## config.mk

```make
export PLATFORM = sky130hd
export DESIGN_NAME = moore_seq_detector_flat
export DESIGN_NICKNAME = d
export VERILOG_FILES = /design/src/rtl/moore_seq_detector_pkg.sv /design/src/rtl/moore_seq_detector_if.sv /design/src/rtl/moore_seq_detector_sat_counter.sv /design/src/rtl/moore_seq_detector.sv /design/src/flat_wrapper.sv
export SDC_FILE = /design/constraint.sdc
export NUM_CORES = 1
export LEC_CHECK = 0
export CORE_AREA = 5 5 43 63
export DETAILED_ROUTE_END_ITERATION = 10
export DIE_AREA = 0 0 48 68
export PLACE_DENSITY_LB_ADDON = 0.1
export SYNTH_ARGS = -nofsm -noshare
export SYNTH_HDL_FRONTEND = slang
export SYNTH_SLANG_ARGS = --single-unit
```

## constraint.sdc

```tcl
create_clock -name clk -period 3.5 [get_ports clk]
set_input_delay 1.05 -clock clk [delete_from_list [all_inputs] [get_ports clk]]
set_output_delay 1.05 -clock clk [all_outputs]
set_load 0.01 [all_outputs]
```

## src/rtl/moore_seq_detector_pkg.sv

```systemverilog
// Shared types for the serial pattern detector: FSM state encoding and width.
package moore_seq_detector_pkg;

    localparam int unsigned STATE_W = 2;

    typedef enum logic [STATE_W-1:0] {
        IDLE   = 2'd0,
        ARMED  = 2'd1,
        DETECT = 2'd2
    } state_e;

endpackage

```

## src/rtl/moore_seq_detector_if.sv

```systemverilog
// Control/data bundle between a serial bit source and the pattern detector.
interface moore_seq_detector_if #(
    parameter int unsigned PATTERN_LEN = 4,
    parameter int unsigned CNT_W       = 8
);
    logic                   en;
    logic                   din_valid;
    logic                   din;
    logic [PATTERN_LEN-1:0] pattern;
    logic                   overlap;
    logic                   cnt_clr;
    logic                   y;
    logic [CNT_W-1:0]       match_count;
    logic                   busy;

    modport master (
        output en, din_valid, din, pattern, overlap, cnt_clr,
        input  y, match_count, busy
    );

    modport slave (
        input  en, din_valid, din, pattern, overlap, cnt_clr,
        output y, match_count, busy
    );
endinterface

```

## src/rtl/moore_seq_detector_sat_counter.sv

```systemverilog
// Saturating up-counter; a clear on the same edge as an increment yields 1.
module sat_counter #(
    parameter int unsigned W = 8
) (
    input  logic         clk,
    input  logic         rst,
    input  logic         clr,
    input  logic         inc,
    output logic [W-1:0] q
);
    localparam logic [W-1:0] MAX = '1;

    logic [W-1:0] base;

    always_comb begin
        base = clr ? '0 : q;
    end

    always_ff @(posedge clk) begin
        if (rst) begin
            q <= '0;
        end else if (inc && (base != MAX)) begin
            q <= base + W'(1);
        end else begin
            q <= base;
        end
    end
endmodule

```

## src/rtl/moore_seq_detector.sv

```systemverilog
// Moore serial pattern detector with programmable pattern, overlap select and match counter.
module moore_seq_detector
    import moore_seq_detector_pkg::*;
#(
    parameter int unsigned PATTERN_LEN = 4,
    parameter int unsigned CNT_W       = 8
) (
    input logic                 clk,
    input logic                 rst,
    moore_seq_detector_if.slave bus
);
    localparam int unsigned FILL_W = $clog2(PATTERN_LEN + 1);
    localparam logic [FILL_W-1:0] FILL_FULL = FILL_W'(PATTERN_LEN);

    state_e                 state, state_n;
    logic [PATTERN_LEN-1:0] hist, hist_n, hist_sh;
    logic [PATTERN_LEN-1:0] pat_q, pat_n;
    logic [FILL_W-1:0]      fill, fill_n, fill_inc;
    logic                   match;

    always_ff @(posedge clk) begin
        if (rst) begin
            state    <= IDLE;
            hist     <= '0;
            fill     <= '0;
            pat_q    <= '0;
            bus.y    <= 1'b0;
            bus.busy <= 1'b0;
        end else begin
            state    <= state_n;
            hist     <= hist_n;
            fill     <= fill_n;
            pat_q    <= pat_n;
            bus.y    <= (state_n == DETECT);
            bus.busy <= (state_n != IDLE);
        end
    end

    // Match is judged on the post-shift history and fill, so y follows the final bit by one edge.
    always_comb begin
        state_n  = state;
        hist_n   = hist;
        fill_n   = fill;
        pat_n    = pat_q;
        match    = 1'b0;
        hist_sh  = {hist[PATTERN_LEN-2:0], bus.din};
        fill_inc = (fill == FILL_FULL) ? fill : fill + FILL_W'(1);

        if (!bus.en) begin
            state_n = IDLE;
            hist_n  = '0;
            fill_n  = '0;
        end else begin
            case (state)
                IDLE: begin
                    state_n = ARMED;
                    pat_n   = bus.pattern;
                end
                default: begin
                    state_n = ARMED;
                    if (bus.din_valid) begin
                        hist_n = hist_sh;
                        fill_n = fill_inc;
                        if ((fill_inc == FILL_FULL) && (hist_sh == pat_q)) begin
                            match   = 1'b1;
                            state_n = DETECT;
                            fill_n  = bus.overlap ? FILL_FULL : '0;
                        end
                    end
                end
            endcase
        end
    end

    sat_counter #(.W(CNT_W)) u_cnt (
        .clk (clk),
        .rst (rst),
        .clr (bus.cnt_clr),
        .inc (match),
        .q   (bus.match_count)
    );
endmodule

```

## src/flat_wrapper.sv

```systemverilog
// flat-port wrapper written by rule: the top's interface ports become plain ports
module moore_seq_detector_flat import moore_seq_detector_pkg::*;
#(
    parameter int unsigned PATTERN_LEN = 4,
    parameter int unsigned CNT_W       = 8
)
  (clk, rst, bus_en, bus_din_valid, bus_din, bus_pattern, bus_overlap, bus_cnt_clr, bus_y, bus_match_count, bus_busy);
  moore_seq_detector_if #(.PATTERN_LEN(PATTERN_LEN), .CNT_W(CNT_W)) bus_i ();
  input logic clk;
  input logic rst;
  input wire logic [$bits(bus_i.en)-1:0] bus_en;
  input wire logic [$bits(bus_i.din_valid)-1:0] bus_din_valid;
  input wire logic [$bits(bus_i.din)-1:0] bus_din;
  input wire logic [$bits(bus_i.pattern)-1:0] bus_pattern;
  input wire logic [$bits(bus_i.overlap)-1:0] bus_overlap;
  input wire logic [$bits(bus_i.cnt_clr)-1:0] bus_cnt_clr;
  output wire logic [$bits(bus_i.y)-1:0] bus_y;
  output wire logic [$bits(bus_i.match_count)-1:0] bus_match_count;
  output wire logic [$bits(bus_i.busy)-1:0] bus_busy;
  assign bus_i.en = bus_en;
  assign bus_i.din_valid = bus_din_valid;
  assign bus_i.din = bus_din;
  assign bus_i.pattern = bus_pattern;
  assign bus_i.overlap = bus_overlap;
  assign bus_i.cnt_clr = bus_cnt_clr;
  assign bus_y = bus_i.y;
  assign bus_match_count = bus_i.match_count;
  assign bus_busy = bus_i.busy;
  moore_seq_detector #(.PATTERN_LEN(PATTERN_LEN), .CNT_W(CNT_W)) u_core (.clk(clk), .rst(rst), .bus(bus_i));
endmodule
```

==> reports/qor.yml <==
design_area_sq_mm: 0.00134
critPathMaxFanout: 11
clock_latency_ps: 320
fin_cells: 163
holdWs_ps: 520
core_area_sq_mm: 0.00215
hold_end: "u_core.u_cnt.q[7]"
die_h_um: 68
yosys_warnings: 0
p_per_area_mw_per_mm2: 374
cp-start-kind: "input pin"
nets: 155
ant_nets: 0
p_int_uw: 394
drc: 0
num_io_pins: 21
grt_pass1_vias: 954
combPwrFrac_pct: 8.8
die_area_sq_mm: 0.00326
yosys.area.top_type: "dfxtp_1"
timing.fmax_ghz: 0.349
cts_buffers: 3
cp_data_arrival_time_ps: 3130
synthArstFlopShare_pct: 0
hold_violations: 0
post_cts_resize_count: 0
pre_cts_slack_ps: 329
synthToLayoutAreaGrowth_pct: 26.7
syn_area_sq_mm: 0.00106
worstMarginPinSlew_ps: 466
routabilityCongestion: 0.867
min_path_type: "reg2reg"
power_leakage_nw: 0.542
synth_top_area_share_pct: 41.6
switching_share_pct: 21.4
finalSetupTns_ps: 0
placed_cell_area_sq_mm: 0.00129
cts_tree: "built"
antenna_found_initial: 0
drtIter0Drc: 22
placed_cells: 159
hold_depth: 2
r2r_start: "u_core.fill[0]"
cts.sinks: 22
clk_pin_slew_ps: 120
skew_ps: 4.29
crit_type: "in2reg"
hp-start: "u_core.u_cnt.q[7]"
cap_violations: 0
synth_cell_type_count: 31
drv_slew: 0
row_count: 21
pwr-share-seq_pct: 51.4
outcome: "finished, final reports clean"
syn_inst: 117
diodes: 0
grt_pass1_wl_um: 3920
grt_overflow_total: 0
first_pass_iters: 3
synth.top_cells.by_count: "dfxtp_1 (22), nor2_1 (14), mux2i_1 (10), nand3_1 (10), a21oi_1 (6)"
synth_edf_count: 0
fin_ws_ps: 632
wl_um: 2350
final-setup-viol-count: 0
vias: 933
routedWlPerCell_um: 14.4
cp_data_required_time_ps: 3760
max-slew-margin-rel_pct: 68.9
r2r_slack_ps: 1400
period_share_pct: 82.0
layout-drive-gt1-share_pct: 6.43
post_cts_buffers: 0
crit_chain: "clkdlybuf4s50_1, and2b_1, ha_1, nand4_1, nand2_1, or4_1, a21oi_1"
rr_endpoint: "u_core.u_cnt.q[3]"
place_hpwl_um: 1810
ir_drop_v: 0.000283
endpoint_kind: "register"
htree_levels: 1
net-switching-power_uw: 107
rr_worst_depth: 8
syn_avg_cell_area_sq_um: 9.05
ys_seq_elements: 22
start_util_pct: 49.1
synthTopCellsByArea: "dfxtp_1 (42%), mux2i_1 (9.5%), nor2_1 (5.0%), nand3_1 (4.7%), xnor2_1 (4.1%)"
rsz0062_at_grt: "false"
min_period_ps: 2870
grt_max_degree: 14
p_clk_share_pct: 39.8
grt_usage_pct: 16.9
cpPeakStageDelay_ps: 580
clock_path_buffers: 2
ys.flop_type: "dfxtp_1"
cts-hold-fix-buffers: 0
vias_per_cell: 5.72
synth_seq_area_share_pct: 41.6
cts_root_buffer: "clkbuf_4"
slowest_stage: "clkdlybuf4s50_1"
io_buffers: 20
synthesis.nets: 131
die_x_um: 48
yosysMostFrequentCell: "dfxtp_1"
==> area by class of cell <==
cell class	count	area (sq um)
Fill cell	204	813
Multi-Input combinational cell	87	586
Sequential cell	22	440
Timing Repair Buffer	22	215
Clock inverter	1	30.0
Tap cell	23	28.8
Clock buffer	3	22.5
Inverter	5	18.8
==> critical path: cells and delay by family <==
kind,cells,cell delay [ps]
adders and majority gates,1,240
AOI/OAI and AO/OA,1,150
and+or+nand+nor,4,1120
buffers and inverters,1,580
==> layout by cell type (no fill, tap or decap), types with 2 or more instances in the layout <==
cell,netlist,routed
o31ai_1,4,4
mux2i_1,10,10
buf_4,0,2
dfxtp_1,22,22
and2b_1,2,2
nand2_1,5,5
a21o_1,2,2
inv_1,5,5
nor2_1,14,14
and4b_1,2,2
nand3_1,10,10
or4_1,3,3
nor3_1,3,3
o21ai_0,2,2
ha_1,3,3
a21oi_1,6,6
clkbuf_4,0,3
and3b_1,2,2
clkdlybuf4s50_1,0,20
a21boi_1,2,2
and3_1,2,2
xnor2_1,5,5
==> per-stage QoR <==
stage,utilization (%),total power [mW]
detailed placement,59.8,0.308
finish,62.3,0.501
global route,62.3,0.525
floorplan,-,0.287
global placement,59.8,0.307
CTS,62.3,0.504
==> per-layer routing <==
| layer | GRT usage, % | share of wire [%] |
|---|---|---|
| met5 | 0 | 0 |
| met4 | 9.76 | 2.2 |
| met2 | 30.6 | 55 |
| met3 | 3.68 | 4.4 |
| met1 | 16.3 | 39 |
==> cells by family after synthesis <==
logic type                 Yosys count  synth area share (%)
and+or+nand+nor                     50                  26.0
DFF                                 22                  41.6
AOI/OAI and AO/OA                   17                  10.3
muxes                               11                  10.5
buffers and inverters                8                  3.07
xor gates and xnor gates             6                  4.96
adders and majority gates            3                  3.55
==> how the worst max path moves through the flow <==
stage | from | to | cells after the start | slack, ps
global route | bus_cnt_clr | u_core.u_cnt.q[3] | 7 | 510
global placement | bus_cnt_clr | u_core.u_cnt.q[3] | 7 | 410
detailed placement | bus_cnt_clr | u_core.u_cnt.q[3] | 7 | 330
floorplan | bus_cnt_clr | u_core.u_cnt.q[3] | 7 | 1080
finish | bus_cnt_clr | u_core.u_cnt.q[3] | 7 | 630
CTS | bus_cnt_clr | u_core.u_cnt.q[3] | 7 | 670
==> state kept, by name, summed over array words and instances (netlist names) <==
name / count
u_core.state: 2
u_core.u_cnt.q: 8
u_core.hist: 3
u_core.pat_q: 4
u_core.bus.y: 1
u_core.bus.busy: 1
u_core.fill: 3
==> power groups by stage <==
stage               combinational (mW)  sequential, mW  clock (mW)
global placement                0.0433           0.263           0
CTS                             0.0444           0.258       0.202
detailed placement              0.0441           0.264           0
global route                    0.0488           0.259       0.217
floorplan                       0.0240           0.263           0
finish                          0.0441           0.258       0.199
No activity file was read; power rests on OpenSTA's default activity.
